$ cat src/rtl/hazard_ctrl_pkg.sv
// Shared types and constants for the hazard controller: interrupt FSM states,
// forwarding select encodings, register-address width and the forwarding mux rule.
package hazard_ctrl_pkg;

  localparam int REG_W = 3;

  typedef enum logic [2:0] {
    ST_IDLE    = 3'd0,
    ST_DRAIN   = 3'd1,
    ST_PUSH_HI = 3'd2,
    ST_PUSH_LO = 3'd3,
    ST_VECTOR  = 3'd4
  } int_state_t;

  localparam logic [1:0] FWD_RF  = 2'b00;
  localparam logic [1:0] FWD_EX  = 2'b01;
  localparam logic [1:0] FWD_MEM = 2'b10;

  // EX wins over MEM; a load in EX cannot forward (its data is not ready yet).
  function automatic logic [1:0] fwd_sel(
    input logic             ex_w,
    input logic             ex_mr,
    input logic [REG_W-1:0] ex_d,
    input logic             mem_w,
    input logic [REG_W-1:0] mem_d,
    input logic [REG_W-1:0] src
  );
    if (ex_w && !ex_mr && (ex_d == src)) return FWD_EX;
    else if (mem_w && (mem_d == src))    return FWD_MEM;
    else                                 return FWD_RF;
  endfunction

endpackage

$ cat src/rtl/hazard_int_seq.sv
// Interrupt sequencer: pending flag, drain counter and the
// IDLE -> DRAIN -> PUSH_HI -> PUSH_LO -> VECTOR service FSM.
module hazard_int_seq
  import hazard_ctrl_pkg::*;
#(
  parameter int INT_DRAIN_CYCLES = 2
) (
  input  logic       clk,
  input  logic       rst,
  input  logic       int_req,
  output int_state_t state,
  output logic       drain,
  output logic       push,
  output logic       word_sel,
  output logic       load_pc,
  output logic       ack
);

  localparam int CW = (INT_DRAIN_CYCLES > 1) ? $clog2(INT_DRAIN_CYCLES) : 1;
  localparam logic [CW-1:0] CNT_LOAD = CW'(INT_DRAIN_CYCLES - 1);

  int_state_t    state_next;
  logic          pending;
  logic          pending_next;
  logic [CW-1:0] cnt;
  logic [CW-1:0] cnt_next;
  logic          req_seen;

  // A request on the same cycle as IDLE starts service without waiting a cycle.
  assign req_seen = pending | int_req;

  always_ff @(posedge clk or posedge rst) begin
    if (rst) begin
      state   <= ST_IDLE;
      pending <= 1'b0;
      cnt     <= '0;
    end else begin
      state   <= state_next;
      pending <= pending_next;
      cnt     <= cnt_next;
    end
  end

  always_comb begin
    state_next   = state;
    cnt_next     = cnt;
    pending_next = req_seen;
    case (state)
      ST_IDLE: begin
        if (req_seen) begin
          state_next   = ST_DRAIN;
          cnt_next     = CNT_LOAD;
          pending_next = 1'b0;
        end
      end
      ST_DRAIN: begin
        if (cnt == '0) state_next = ST_PUSH_HI;
        else           cnt_next   = cnt - 1'b1;
      end
      ST_PUSH_HI: state_next = ST_PUSH_LO;
      ST_PUSH_LO: state_next = ST_VECTOR;
      ST_VECTOR:  state_next = ST_IDLE;
      default:    state_next = ST_IDLE;
    endcase
  end

  always_comb begin
    drain    = 1'b0;
    push     = 1'b0;
    word_sel = 1'b0;
    load_pc  = 1'b0;
    ack      = 1'b0;
    case (state)
      ST_DRAIN:   drain = 1'b1;
      ST_PUSH_HI: begin
        push     = 1'b1;
        word_sel = 1'b1;
      end
      ST_PUSH_LO: push = 1'b1;
      ST_VECTOR: begin
        load_pc = 1'b1;
        ack     = 1'b1;
      end
      default: ;
    endcase
  end

endmodule

$ cat src/rtl/hazard_ctrl.sv
// Pipeline hazard controller: load-use stall, branch flush, operand forwarding
// and interrupt sequencing. Define HAZARD_FWD_EN to enable forwarding.
module hazard_ctrl
  import hazard_ctrl_pkg::*;
#(
  parameter int INT_DRAIN_CYCLES = 2
) (
  input  logic             clk,
  input  logic             rst,
  input  logic             id_valid,
  input  logic             id_uses1,
  input  logic             id_uses2,
  input  logic [REG_W-1:0] id_rsrc1,
  input  logic [REG_W-1:0] id_rsrc2,
  input  logic             ex_regWrite,
  input  logic             ex_memRead,
  input  logic [REG_W-1:0] ex_rdst,
  input  logic             mem_regWrite,
  input  logic [REG_W-1:0] mem_rdst,
  input  logic             branch_taken,
  input  logic             int_req,
  output logic             pc_stall,
  output logic             ifid_stall,
  output logic             ifid_flush,
  output logic             idex_bubble,
  output logic [1:0]       fwd_a,
  output logic [1:0]       fwd_b,
  output logic             int_push,
  output logic             int_word_sel,
  output logic             int_load_pc,
  output logic             int_ack
);

  int_state_t int_state;
  logic       seq_drain;
  logic       seq_push;
  logic       seq_word_sel;
  logic       seq_load_pc;
  logic       seq_ack;
  logic       int_hold;
  logic       load_stall;
  logic       raw_stall;
  logic       stall;
  logic [1:0] fwd_a_sel;
  logic [1:0] fwd_b_sel;

  hazard_int_seq #(
    .INT_DRAIN_CYCLES(INT_DRAIN_CYCLES)
  ) u_int_seq (
    .clk      (clk),
    .rst      (rst),
    .int_req  (int_req),
    .state    (int_state),
    .drain    (seq_drain),
    .push     (seq_push),
    .word_sel (seq_word_sel),
    .load_pc  (seq_load_pc),
    .ack      (seq_ack)
  );

  assign load_stall = id_valid & ex_memRead & ex_regWrite &
                      ((id_uses1 & (id_rsrc1 == ex_rdst)) |
                       (id_uses2 & (id_rsrc2 == ex_rdst)));

`ifdef HAZARD_FWD_EN
  assign fwd_a_sel = fwd_sel(ex_regWrite, ex_memRead, ex_rdst, mem_regWrite, mem_rdst, id_rsrc1);
  assign fwd_b_sel = fwd_sel(ex_regWrite, ex_memRead, ex_rdst, mem_regWrite, mem_rdst, id_rsrc2);
  assign raw_stall = 1'b0;
`else
  // No bypass paths: any in-flight producer of a source must stall decode.
  assign fwd_a_sel = FWD_RF;
  assign fwd_b_sel = FWD_RF;
  assign raw_stall = id_valid &
    ((id_uses1 & ((ex_regWrite  & (id_rsrc1 == ex_rdst)) |
                  (mem_regWrite & (id_rsrc1 == mem_rdst)))) |
     (id_uses2 & ((ex_regWrite  & (id_rsrc2 == ex_rdst)) |
                  (mem_regWrite & (id_rsrc2 == mem_rdst)))));
`endif

  // A taken branch squashes the decode instruction, so its hazard is moot.
  assign stall    = (load_stall | raw_stall) & ~branch_taken;
  assign int_hold = (int_state != ST_IDLE) && (int_state != ST_VECTOR);

  always_comb begin
    pc_stall     = 1'b0;
    ifid_stall   = 1'b0;
    ifid_flush   = 1'b0;
    idex_bubble  = 1'b0;
    fwd_a        = FWD_RF;
    fwd_b        = FWD_RF;
    int_push     = 1'b0;
    int_word_sel = 1'b0;
    int_load_pc  = 1'b0;
    int_ack      = 1'b0;
    if (!rst) begin
      pc_stall     = stall | int_hold;
      ifid_stall   = stall;
      ifid_flush   = branch_taken | seq_drain;
      idex_bubble  = load_stall | raw_stall | branch_taken;
      fwd_a        = fwd_a_sel;
      fwd_b        = fwd_b_sel;
      int_push     = seq_push;
      int_word_sel = seq_word_sel;
      int_load_pc  = seq_load_pc;
      int_ack      = seq_ack;
    end
  end

endmodule

$ cat config.mk
export PLATFORM = sky130hd
export DESIGN_NAME = hazard_ctrl
export DESIGN_NICKNAME = d
export VERILOG_FILES = /design/src/rtl/hazard_ctrl_pkg.sv /design/src/rtl/hazard_int_seq.sv /design/src/rtl/hazard_ctrl.sv
export SDC_FILE = /design/constraint.sdc
export NUM_CORES = 1
export LEC_CHECK = 0
export ABC_AREA = 1
export BUFFER_PORTS_ARGS = -buffer_cell sky130_fd_sc_hd__buf_2
export CELL_PAD_IN_SITES_DETAIL_PLACEMENT = 1
export CELL_PAD_IN_SITES_GLOBAL_PLACEMENT = 1
export CORE_ASPECT_RATIO = 0.7
export CORE_MARGIN = 4
export CORE_UTILIZATION = 26
export CTS_BUF_LIST = sky130_fd_sc_hd__clkbuf_8
export DETAILED_ROUTE_END_ITERATION = 8
export PLACE_DENSITY = 0.88
export SLEW_MARGIN = 20
export SYNTH_ARGS = -nofsm -noshare
export SYNTH_HDL_FRONTEND = slang
export SYNTH_SLANG_ARGS = --single-unit
$ cat constraint.sdc
create_clock -name clk -period 1.43 [get_ports clk]
set_input_delay 0.0715 -clock clk [delete_from_list [all_inputs] [get_ports clk]]
set_output_delay 0.0715 -clock clk [all_outputs]
set_load 0.01 [all_outputs]
# Word-level counts from Yosys, hierarchy flattened
# Index checks and enable logic that the tools add are counted.
dict set report word_totals {
  ram_bits 0
  input_bits 22
  reg_bits 5
  word_cells 63
  mem_bits_ro 0
  latch_bits 0
  n_memories 0
}
dict set report classes {
  n_eq_ne 11
  n_bitwise 23
  n_shift 0
  n_mux 18
  magnitude_cmp 0
  n_addsub 1
  reduce_logical 7
  n_mul 0
  div_mod_pow 0
}
# op n
set ops {}
lappend ops {{$mux 1} 14}
lappend ops {{$and 1x1->1} 13}
lappend ops {{$eq 3x3->1} 4}
lappend ops {{$pmux 3 s4} 1}
lappend ops {{$or 1x1->1} 9}
lappend ops {{$eq 3x2->1 const B} 2}
lappend ops {{$mux 3} 2}
lappend ops {{$reduce_and 2->1} 2}
lappend ops {{$eq 3x1->1 const B} 1}
lappend ops {{$eq 3x3->1 const B} 1}
lappend ops {{$logic_not 3->1} 1}
lappend ops {{$ne 3x3->1 const B} 1}
lappend ops {{$reduce_bool 3->1} 1}
lappend ops {{$ne 2x1->1 const B} 1}
lappend ops {{$ne 2x2->1 const B} 1}
lappend ops {{$pmux 1 s2} 1}
lappend ops {{$reduce_bool 2->1} 1}
lappend ops {{$reduce_or 2->1} 1}
lappend ops {{$logic_and 1x1->1} 1}
lappend ops {{$not 1->1} 1}
lappend ops {{$sub 1x1->1 const B} 1}

# Depth between registers and ports, before layout
# Gate-level depths: netlist of run 1.
dict set report depth {
  ltp_word 10
  ltp_mapped 10
}

# By module
# Synthesis of run 1 repeated with hierarchy kept, for this count alone.
dict set report hier_totals {
  hier_cells 120
  area_unflattened_um2 609.3
}
# module instances cells_per_inst area_each_um2
set by_module_without_submodules {}
lappend by_module_without_submodules {hazard_ctrl 1 87 355.3}
lappend by_module_without_submodules {hazard_int_seq 1 33 254.0}

# Worst setup path before layout of run 1
# No wires, ideal clock.
dict set report synth_path {
  path_kind {reg2out}
  start {register u_int_seq.state[1]}
  end {output port int_load_pc}
  arrival_ns 1.130
  stages_incl_launch_ff 5
  slack_ns 0.228
  required_ns 1.359
  path_cell_list {dfrtp_1 -> nor2_1 -> inv_1 -> nor3_1 -> buf_4}
}
dict set report synth_between {
  elab_chain_cells 3
}
# item line_no
set synth_rtl {}
lappend synth_rtl {{from (decl)} hazard_int_seq.sv:11} ;# output int_state_t state,
lappend synth_rtl {{from (signal assigned)} hazard_int_seq.sv:38} ;# state <= state_next;
lappend synth_rtl {{$eq 3x3->1} n/a}
lappend synth_rtl {{$mux 1 (2 in a row)} n/a}
lappend synth_rtl {{to (decl)} hazard_ctrl.sv:30} ;# output logic int_load_pc,
# Every way passes these cells.

# Final worst setup path of run 1
dict set report layout_path {
  start {register u_int_seq.state[2]}
  end {output port ifid_flush}
}
dict set report layout_between {
  elab_chain_cells 4
}
# item line_no
set layout_rtl {}
lappend layout_rtl {{$eq 3x1->1} hazard_int_seq.sv:73} ;# case (state)
lappend layout_rtl {{$mux 1} hazard_int_seq.sv:73}
lappend layout_rtl {{$or 1x1->1} hazard_ctrl.sv:98} ;# ifid_flush = branch_taken | seq_drain;
lappend layout_rtl {{$mux 1} hazard_ctrl.sv:95} ;# if (!rst) begin
lappend layout_rtl {{to (decl)} hazard_ctrl.sv:24} ;# output logic ifid_flush,
# Every way passes these cells.

==> results_dict.tcl, run 1 <==
set metrics [dict create \
    drt_iter0_markers 14 \
    power.share.sequential_pct 28.5 \
    critical_path_arrival_ps 1280 \
    initial_utilization_pct 28.5 \
    setup_viol_count_final 0 \
    synth.top_cell.area_share_pct 31.3 \
    synth.top_cells.by_count "46 x sky130_fd_sc_hd__nand2_1, 18 x sky130_fd_sc_hd__nor2_1, 16 x sky130_fd_sc_hd__inv_1" \
    yosys.area.top_type "sky130_fd_sc_hd__nand2_1" \
    ys_async_sr_fraction_pct 100 \
    htree_levels 1 \
    placed_cells 154 \
    die_width_microns 63.1 \
    clock_sink_count 5 \
    ioPinCount 34 \
    io_buffers 28 \
    worst_ep_required_time_ps 1360 \
    timing.setup.tns_ps 0 \
    drcViolationCount 0 \
    grt_pass1_wl_microns 3060 \
    worstSetupPathType "register to output port" \
    drive_gt1_share_pct 27.0 \
    period_needed_ps 1350 \
    timing.hold.worst.class "primary input to register" \
    comb_power_share_pct 44.7 \
    status "completed" \
    final_nets 160 \
    rsz0062_at_grt "no" \
    die_height_microns 46.5 \
    p_leak_uw 0.000495 \
    synth_seq_area_share_pct 22.7 \
    first_global_vias 729 \
    switchingPower_uw 424 \
    power.ir.vdd_worst_uv 297 \
    ant_nets 0 \
    final_hold_viol_count 0 \
    setup.worst_path.start_class "register" \
    post_layout_nonfiller_instances 159 \
    achievable-frequency_mhz 738 \
    num_antenna_cells 0 \
    ys_types 16 \
    gate_count_of_the_mapped_netlist 106 \
    layout_worst_path_cycle_share_pct 94.7 \
    drv_cap 0 \
    gp_congestion 0.792 \
    avg_cell_area_syn_sq_um 5.21 \
    core_region_area_sq_um 1940 \
    yosysMostFrequentCell "sky130_fd_sc_hd__nand2_1" \
    routedWlPerCell_microns 12.3 \
    clk_latency_ps 230 \
    clk_transition_reported_paths_ps 40 \
    routed-via-count 713 \
    number_of_enable_type_register_cells_in_the_synthesized_netlist 0 \
    grt_start_max_net_pins 7 \
    area_delta_synth_final_pct 36.1 \
    post-cts-setup-buffers 0 \
    cts-root-buf "sky130_fd_sc_hd__clkbuf_8" \
    detailed_place_hpwl_microns 1660 \
    clock_power_share_pct 26.7 \
    power-per-cell-area_nw_per_um2 1300 \
    yosys_register_bits 5 \
    critical_path.max_fanout 5 \
    cts-buffers-inserted 3 \
    switching_share_pct 43.3 \
    area.sequential_sq_um 125 \
    final.setup_skew_ps 1.14 \
    finalMaxSlewViolations 0 \
    antenna_found_initial 0 \
    grt_overflow 0 \
    main_area_contributors_after_synthesis "sky130_fd_sc_hd__nand2_1 31%, sky130_fd_sc_hd__dfrtp_1 23%, sky130_fd_sc_hd__nor2_1 12%, sky130_fd_sc_hd__inv_1 11%, sky130_fd_sc_hd__buf_4 6.8%" \
    tritoncts_clock_tree "built" \
    overall_die_area_sq_um 2940 \
    multi_input_comb_area_sq_um 335 \
    power_report.internal_total_uw 555 \
    worst_setup_path_end_kind "output port" \
    total_routed_wirelength_microns 1960 \
    grt_util_all_layers_pct 13.6 \
    postSynth.topFlopCell "sky130_fd_sc_hd__dfrtp_1" \
    drt-vias-per-instance 4.48 \
    fillerInstances 294 \
    drtPass1Iterations 4 \
    max-clock-path-buffers 2 \
    post_synth_instance_area_sq_um 552 \
    yosysWarningCount 0 \
    core.rowCount 13 \
]
==> final timing paths <==
kind / startpoint / to / slack, ps / cells after the start
worst max-delay path: u_int_seq.state[2] / ifid_flush / 80 / 4
worst min-delay path: int_req / u_int_seq.pending / 150 / 3
worst max register to register: u_int_seq.state[2] / u_int_seq.state[0] / 150 / 4
worst min register to register: u_int_seq.state[2] / u_int_seq.state[2] / 500 / 1
max in group asynchronous: rst / u_int_seq.state[0] / 800 / 3
min in group asynchronous: rst / u_int_seq.cnt / 420 / 3
==> through the flow <==
step           util (%)  hold WS, ps  total power, uW  worst slack [ps]  area, sq um
4_1_cts            38.7          139              973              70.1          748
2_1_floorplan         -         -134              545               228          563
3_3_place_gp       35.8         50.4              652               313          693
6_report           38.8          146              978              75.3          751
3_5_place_dp       35.8         65.6              699               184          693
5_1_grt            38.8          176             1050              21.3          751
==> state kept, by name (all words and copies together), names as in the netlist <==
name	cells
u_int_seq.pending	1
u_int_seq.state	3
u_int_seq.cnt	1
==> kinds of logic (layout without fill, tap and decap cells) <==
family | Yosys count | count (layout) | synth area share [%]
simple gates | 69 | 69 | 48.3
buf+inv | 23 | 51 | 19.0
compound gates | 8 | 8 | 9.30
flops | 5 | 5 | 22.7
other cells | 1 | 4 | 0.680
==> repair_timing <==
item / CTS / global route
hold endpoints to repair: 5 / 0
endpoints found under the setup margin: 0 / 2
gates resized for setup: 0 / 1
hold buffers: 1 / 0
==> per-layer routing <==
| metal | vias up | part of all wire, % | global-route usage (%) |
|---|---|---|---|
| met1 | 331 | 42 | 14.5 |
| met4 | 0 | 0.97 | 5.26 |
| met3 | 3 | 3.1 | 2.44 |
| met5 | - | 0 | 0 |
| li1 | 366 | - | - |
| met2 | 13 | 54 | 27.7 |
==> critical path: stages, from the launching register on <==
cell and delay, ps:
sky130_fd_sc_hd__dfrtp_1 410, sky130_fd_sc_hd__inv_1 140, sky130_fd_sc_hd__nand3_1 180, sky130_fd_sc_hd__a21oi_1 170, sky130_fd_sc_hd__buf_2 150
==> layout make-up <==
cell class                 instances  area share [%]
clock inverter                     1           0.500
multi-input combinational         81            44.7
sequential                         5            16.7
inverter                          18            9.00
clock buffer                       3            5.50
tap                               22            3.67
timing repair buffer              29            20.0
==> cell usage in the layout (no fill, tap or decap), types with 3 or more instances in the layout <==
cell type	netlist	final
sky130_fd_sc_hd__a21oi_1	3	3
sky130_fd_sc_hd__buf_2	0	28
sky130_fd_sc_hd__clkbuf_8	0	3
sky130_fd_sc_hd__conb_1	1	4
sky130_fd_sc_hd__dfrtp_1	5	5
sky130_fd_sc_hd__inv_1	16	17
sky130_fd_sc_hd__nand2_1	46	46
sky130_fd_sc_hd__nor2_1	18	17
==> power groups by stage <==
| stage | clock network, uW | registers [uW] | logic [uW] |
|---|---|---|---|
| finish | 262 | 279 | 438 |
| global route | 281 | 287 | 487 |
| CTS | 269 | 273 | 431 |
| detailed placement | 0 | 271 | 427 |
| global placement | 0 | 265 | 387 |
| floorplan | 0 | 254 | 291 |
No activity file was read; power rests on OpenSTA's default activity.
==> run 2, diff against run 1 <==
--- a/config.mk
+++ b/config.mk
@@ -14,7 +14,9 @@
 export CORE_UTILIZATION = 26
 export CTS_BUF_LIST = sky130_fd_sc_hd__clkbuf_8
 export DETAILED_ROUTE_END_ITERATION = 8
+export GPL_TIMING_DRIVEN = 0
 export PLACE_DENSITY = 0.88
+export REMOVE_ABC_BUFFERS = 1
 export SLEW_MARGIN = 20
 export SYNTH_ARGS = -nofsm -noshare
 export SYNTH_HDL_FRONTEND = slang
==> run 2 against run 1 <==
Net effect:
- critical path depth is the same
- wire length grew 2.6%
- fmax grew 2.1%
- clock skew grew 3.0 ps
- hold slack gained 16 ps
- cell count is the same
- first-iteration DRC count grew 71%
- critical path type unchanged
- largest cell class unchanged
- highest routed layer unchanged
==> results_dict.tcl, run 2 (same netlist as run 1, synthesis figures left out) <==
set metrics [dict create \
    power-per-cell-area_nw_per_um2 1300 \
    largest_registers "u_int_seq.state: 3 flops, u_int_seq.cnt: 1 flops, u_int_seq.pending: 1 flops" \
    area_delta_synth_final_pct 36.1 \
    io_buffers 28 \
    worst_ep_required_time_ps 1360 \
    gp_congestion 0.790 \
    switchingPower_uw 419 \
    critPathTopFamily "flip-flops" \
    initial_utilization_pct 28.5 \
    die_width_microns 63.1 \
    cpPeakStageDelay_ps 400 \
    core_region_area_sq_um 1940 \
    switching_share_pct 43.0 \
    dr_wl_met2_microns 1060 \
    layout_worst_path_cycle_share_pct 92.8 \
    ioPinCount 34 \
    placed_cell_area_sq_um 693 \
    clock_sink_count 5 \
    hold_slack_ps 162 \
    final.setup_skew_ps 4.13 \
    total_routed_wirelength_microns 2010 \
    clk_latency_ps 230 \
    drt-vias-per-instance 4.46 \
    rsz0062_at_grt "no" \
    total_power_uw 974 \
    final_hold_viol_count 0 \
    ant_nets 0 \
    htree_levels 1 \
    achievable-frequency_mhz 753 \
    timing.setup.tns_ps 0 \
    worstPathCellList "inv_1 > nand3_1 > a21oi_1 > buf_2" \
    worstSetupPathType "register to output port" \
    detailed_place_hpwl_microns 1750 \
    power.ir.vdd_worst_uv 280 \
    final_common_cell "sky130_fd_sc_hd__nand2_1" \
    antenna_found_initial 0 \
    drt_iter0_markers 24 \
    core.rowCount 13 \
    drcViolationCount 0 \
    routed-via-count 709 \
    grt_start_max_net_pins 7 \
    period_needed_ps 1330 \
    overall_die_area_sq_um 2940 \
    clock_power_share_pct 27.7 \
    grt_overflow 0 \
    postLayoutCellArea_sq_um 751 \
    fillerInstances 287 \
    route.top_layer_used "met4" \
    wl_met1_microns 828 \
    num_antenna_cells 0 \
    critical_path.max_fanout 5 \
    clk_transition_reported_paths_ps 40 \
    regMostFlops "u_int_seq.state" \
    setup_viol_count_final 0 \
    drv_cap 0 \
    grt_util_all_layers_pct 14.5 \
    final_nets 160 \
    drtPass1Iterations 4 \
    status "completed" \
    first_global_vias 751 \
    timing.hold.worst.class "primary input to register" \
    mostFrequentLayoutCells "46 x sky130_fd_sc_hd__nand2_1, 28 x sky130_fd_sc_hd__buf_2, 17 x sky130_fd_sc_hd__nor2_1, 17 x sky130_fd_sc_hd__inv_1, 5 x sky130_fd_sc_hd__dfrtp_1" \
    critPathBufInv 2 \
    die_height_microns 46.5 \
    max-clock-path-buffers 2 \
    power_report.internal_total_uw 556 \
    grt_pass1_wl_microns 3200 \
    drive_gt1_share_pct 27.0 \
    met3RoutedLength_microns 78 \
    power.share.sequential_pct 28.1 \
    worst_setup_path_end_kind "output port" \
    p_leak_uw 0.000495 \
    routedWlPerCell_microns 12.6 \
    cts-root-buf "sky130_fd_sc_hd__clkbuf_8" \
    tritoncts_clock_tree "built" \
    cts-buffers-inserted 3 \
    largest_reg_flops 3 \
    comb_power_share_pct 44.1 \
    critical_path_arrival_ps 1260 \
    setup.worst_path.start_class "register" \
    finalMaxSlewViolations 0 \
    cp_slowest_cell "sky130_fd_sc_hd__dfrtp_1" \
]
-- run 2: cell counts in the layout (fill, tap and decap cells not counted) --
No cell type changed its count.
-- run 2: stage by stage --
| step | instances | setup slack [ps] | utilization [%] |
|---|---|---|---|
| floorplan | 104 | 278 | - |
| global placement | 154 | 291 | 35.8 |
| detailed placement | 154 | 231 | 35.8 |
| CTS | 159 | 70.2 | 38.7 |
| global route | 159 | 11.1 | 38.8 |
| finish | 159 | 103 | 38.8 |
-- run 2: area by class of cell --
class                      count  area [sq um]  area share [%]
tap                           22          27.5            3.67
multi-input combinational     81           335            44.7
timing repair buffer          29           150            20.0
clock buffer                   3          41.3            5.50
clock inverter                 1          3.75           0.500
sequential                     5           125            16.7
inverter                      18          67.6            9.00
-- run 2: final timing paths --
path | start | end | slack (ps) | cells after the start
min in group asynchronous | rst | u_int_seq.state[1] | 410 | 3
worst max register to register | u_int_seq.state[2] | u_int_seq.state[0] | 200 | 4
worst max-delay path | u_int_seq.state[2] | ifid_flush | 100 | 4
max in group asynchronous | rst | u_int_seq.state[2] | 790 | 3
worst min register to register | u_int_seq.state[2] | u_int_seq.state[2] | 490 | 1
worst min-delay path | int_req | u_int_seq.pending | 160 | 3
-- run 2: tightest hold or removal path, cell delays in order --
cell	delay, ps
sky130_fd_sc_hd__buf_2	80
sky130_fd_sc_hd__nor2_1	60
sky130_fd_sc_hd__a21oi_1	130
-- run 2: power by group through the flow --
stage / sequential, uW / clock (uW) / combinational [uW]
2_1_floorplan: 254 / 0 / 279
3_3_place_gp: 266 / 0 / 388
3_5_place_dp: 269 / 0 / 422
4_1_cts: 268 / 269 / 428
5_1_grt: 285 / 279 / 496
6_report: 274 / 270 / 430
-- run 2: per-layer routing --
layer,up-vias,track usage [%]
li1,369,-
met1,316,15.1
met2,18,28.9
met3,6,2.44
met4,0,7.46
met5,-,0
-- run 2: timing repair --
item                       CTS  global route
setup buffers                0             0
resized for setup            0             1
hold endpoints to repair     5             0
hold buffers                 1             0
setup endpoints to repair    0             2
==> run 3, diff against run 2 <==
--- a/config.mk
+++ b/config.mk
@@ -15,6 +15,7 @@
 export CTS_BUF_LIST = sky130_fd_sc_hd__clkbuf_8
 export DETAILED_ROUTE_END_ITERATION = 8
 export GPL_TIMING_DRIVEN = 0
+export MAX_ROUTING_LAYER = met4
 export PLACE_DENSITY = 0.88
 export REMOVE_ABC_BUFFERS = 1
 export SLEW_MARGIN = 20
==> run 3 against run 2 <==
Net effect:
- wire length unchanged
- sequential share of layout area unchanged
- cell count did not move
- fmax stayed put
- clock-buffer cell count stayed put
- clock skew unchanged
- via count unchanged
==> results_dict.tcl, run 3 (same netlist as run 1, synthesis figures left out) <==
set metrics [dict create \
    status "completed" \
    clk_transition_reported_paths_ps 40 \
    clock_sink_count 5 \
    mostFrequentLayoutCells "46 x sky130_fd_sc_hd__nand2_1, 28 x sky130_fd_sc_hd__buf_2, 17 x sky130_fd_sc_hd__nor2_1, 17 x sky130_fd_sc_hd__inv_1, 5 x sky130_fd_sc_hd__dfrtp_1" \
    route.top_layer_used "met4" \
    worst_ep_required_time_ps 1360 \
    cts-buffers-inserted 3 \
    ant_nets 0 \
    rsz0062_at_grt "no" \
    num_antenna_cells 0 \
    tritoncts_clock_tree "built" \
    crit-reg2reg-launch "u_int_seq.state[2]" \
    fillerInstances 287 \
    grt_util_all_layers_pct 14.9 \
    timing.critical_path.to "ifid_flush" \
    clk_latency_ps 230 \
    power_report.internal_total_uw 556 \
    worstSetupPathType "register to output port" \
    htree_levels 1 \
    core.rowCount 13 \
    crit_start "u_int_seq.state[2]" \
    setup.worst_path.start_class "register" \
    switchingPower_uw 419 \
    drt-vias-per-instance 4.46 \
    io_buffers 28 \
    p_leak_uw 0.000495 \
    timing.setup.tns_ps 0 \
    drive_gt1_share_pct 27.0 \
    timing.hold.worst.class "primary input to register" \
    final.setup_skew_ps 4.13 \
    critical_path.max_fanout 5 \
    comb_power_share_pct 44.1 \
    routedWlPerCell_microns 12.6 \
    dr_wl_met2_microns 1060 \
    power-per-cell-area_nw_per_um2 1300 \
    total_routed_wirelength_microns 2010 \
    final_common_cell "sky130_fd_sc_hd__nand2_1" \
    die_width_microns 63.1 \
    met3RoutedLength_microns 74 \
    largest_registers "u_int_seq.state: 3 flops, u_int_seq.cnt: 1 flops, u_int_seq.pending: 1 flops" \
    drt_iter0_markers 24 \
    drtPass1Iterations 4 \
    detailed_place_hpwl_microns 1750 \
    wl_met1_microns 832 \
    first_global_vias 751 \
    largest_reg_flops 3 \
    switching_share_pct 43.0 \
    dp_worst_setup_slack_ps 231 \
    layout_worst_path_cycle_share_pct 92.8 \
    worst-r2r-setup-slack_ps 200 \
    regMostFlops "u_int_seq.state" \
    ioPinCount 34 \
    holdPathStages 3 \
    critical_path_arrival_ps 1260 \
    grt_overflow 0 \
    grt_pass1_wl_microns 3200 \
    die_height_microns 46.5 \
    finalMaxSlewViolations 0 \
    max-clock-path-buffers 2 \
    period_needed_ps 1330 \
    core_region_area_sq_um 1940 \
    clock_power_share_pct 27.7 \
    worst_setup_path_end_kind "output port" \
    rr_worst_depth 4 \
    setup_viol_count_final 0 \
    fin_ws_ps 103 \
    grt_start_max_net_pins 7 \
    power.share.sequential_pct 28.1 \
    drv_cap 0 \
    drcViolationCount 0 \
    gp_congestion 0.801 \
    area_delta_synth_final_pct 36.1 \
    overall_die_area_sq_um 2940 \
    cts-root-buf "sky130_fd_sc_hd__clkbuf_8" \
    routed-via-count 709 \
    power.ir.vdd_worst_uv 280 \
    achievable-frequency_mhz 753 \
    crit-reg2reg-capture "u_int_seq.state[0]" \
    final_nets 160 \
    antenna_found_initial 0 \
    final_hold_viol_count 0 \
    initial_utilization_pct 28.5 \
]
## run 3: cell counts in the layout (fill, tap and decap cells not counted)
No cell type changed its count.
## run 3: power by group through the flow
| stage | clock, uW | combinational [uW] | sequential (uW) |
|---|---|---|---|
| 4_1_cts | 269 | 428 | 268 |
| 5_1_grt | 279 | 496 | 285 |
| 3_5_place_dp | 0 | 422 | 269 |
| 3_3_place_gp | 0 | 388 | 266 |
| 2_1_floorplan | 0 | 279 | 254 |
| 6_report | 270 | 430 | 274 |
## run 3: cell type report
type	count	area (sq um)	area share (%)
timing repair buffer	29	150	20.0
tap	22	27.5	3.67
inverter	18	67.6	9.00
sequential	5	125	16.7
clock buffer	3	41.3	5.50
clock inverter	1	3.75	0.500
multi-input combinational	81	335	44.7
## run 3: worst min path at each step
stage,start,endpoint,slack (ps)
2_1_floorplan,rst,u_int_seq.cnt,-130
6_report,int_req,u_int_seq.pending,160
3_5_place_dp,rst,u_int_seq.state[0],70
5_1_grt,int_req,u_int_seq.pending,240
4_1_cts,int_req,u_int_seq.pending,170
3_3_place_gp,rst,u_int_seq.pending,50
## run 3: metrics by stage
stage	cell area [sq um]	cells	hold WS, ps	total power [uW]	utilization [%]
after floorplan	526	104	-134	533	-
after global placement	693	154	53.8	654	35.8
after detailed placement	693	154	71.2	691	35.8
after CTS	748	159	169	965	38.7
after global routing	751	159	235	1060	38.8
final	751	159	162	974	38.8
## run 3: layer usage
metal / global-route usage [%] / vias to the layer above
met1: 15.3 / 316
met2: 28.9 / 18
li1: - / 369
met3: 2.20 / 6
met4: 7.46 / 0
met5: - / -
## run 3: repair_timing
action | in CTS | in global routing
buffers inserted | 0 | 0
setup endpoints to repair | 0 | 2
resized for setup | 0 | 1
hold buffers | 1 | 0
endpoints found under the hold margin | 5 | 0
## run 3: worst max-delay path, cell delays in order, from the launching register on
cell	delay [ps]
sky130_fd_sc_hd__dfrtp_1	400
sky130_fd_sc_hd__inv_1	120
sky130_fd_sc_hd__nand3_1	170
sky130_fd_sc_hd__a21oi_1	180
sky130_fd_sc_hd__buf_2	150
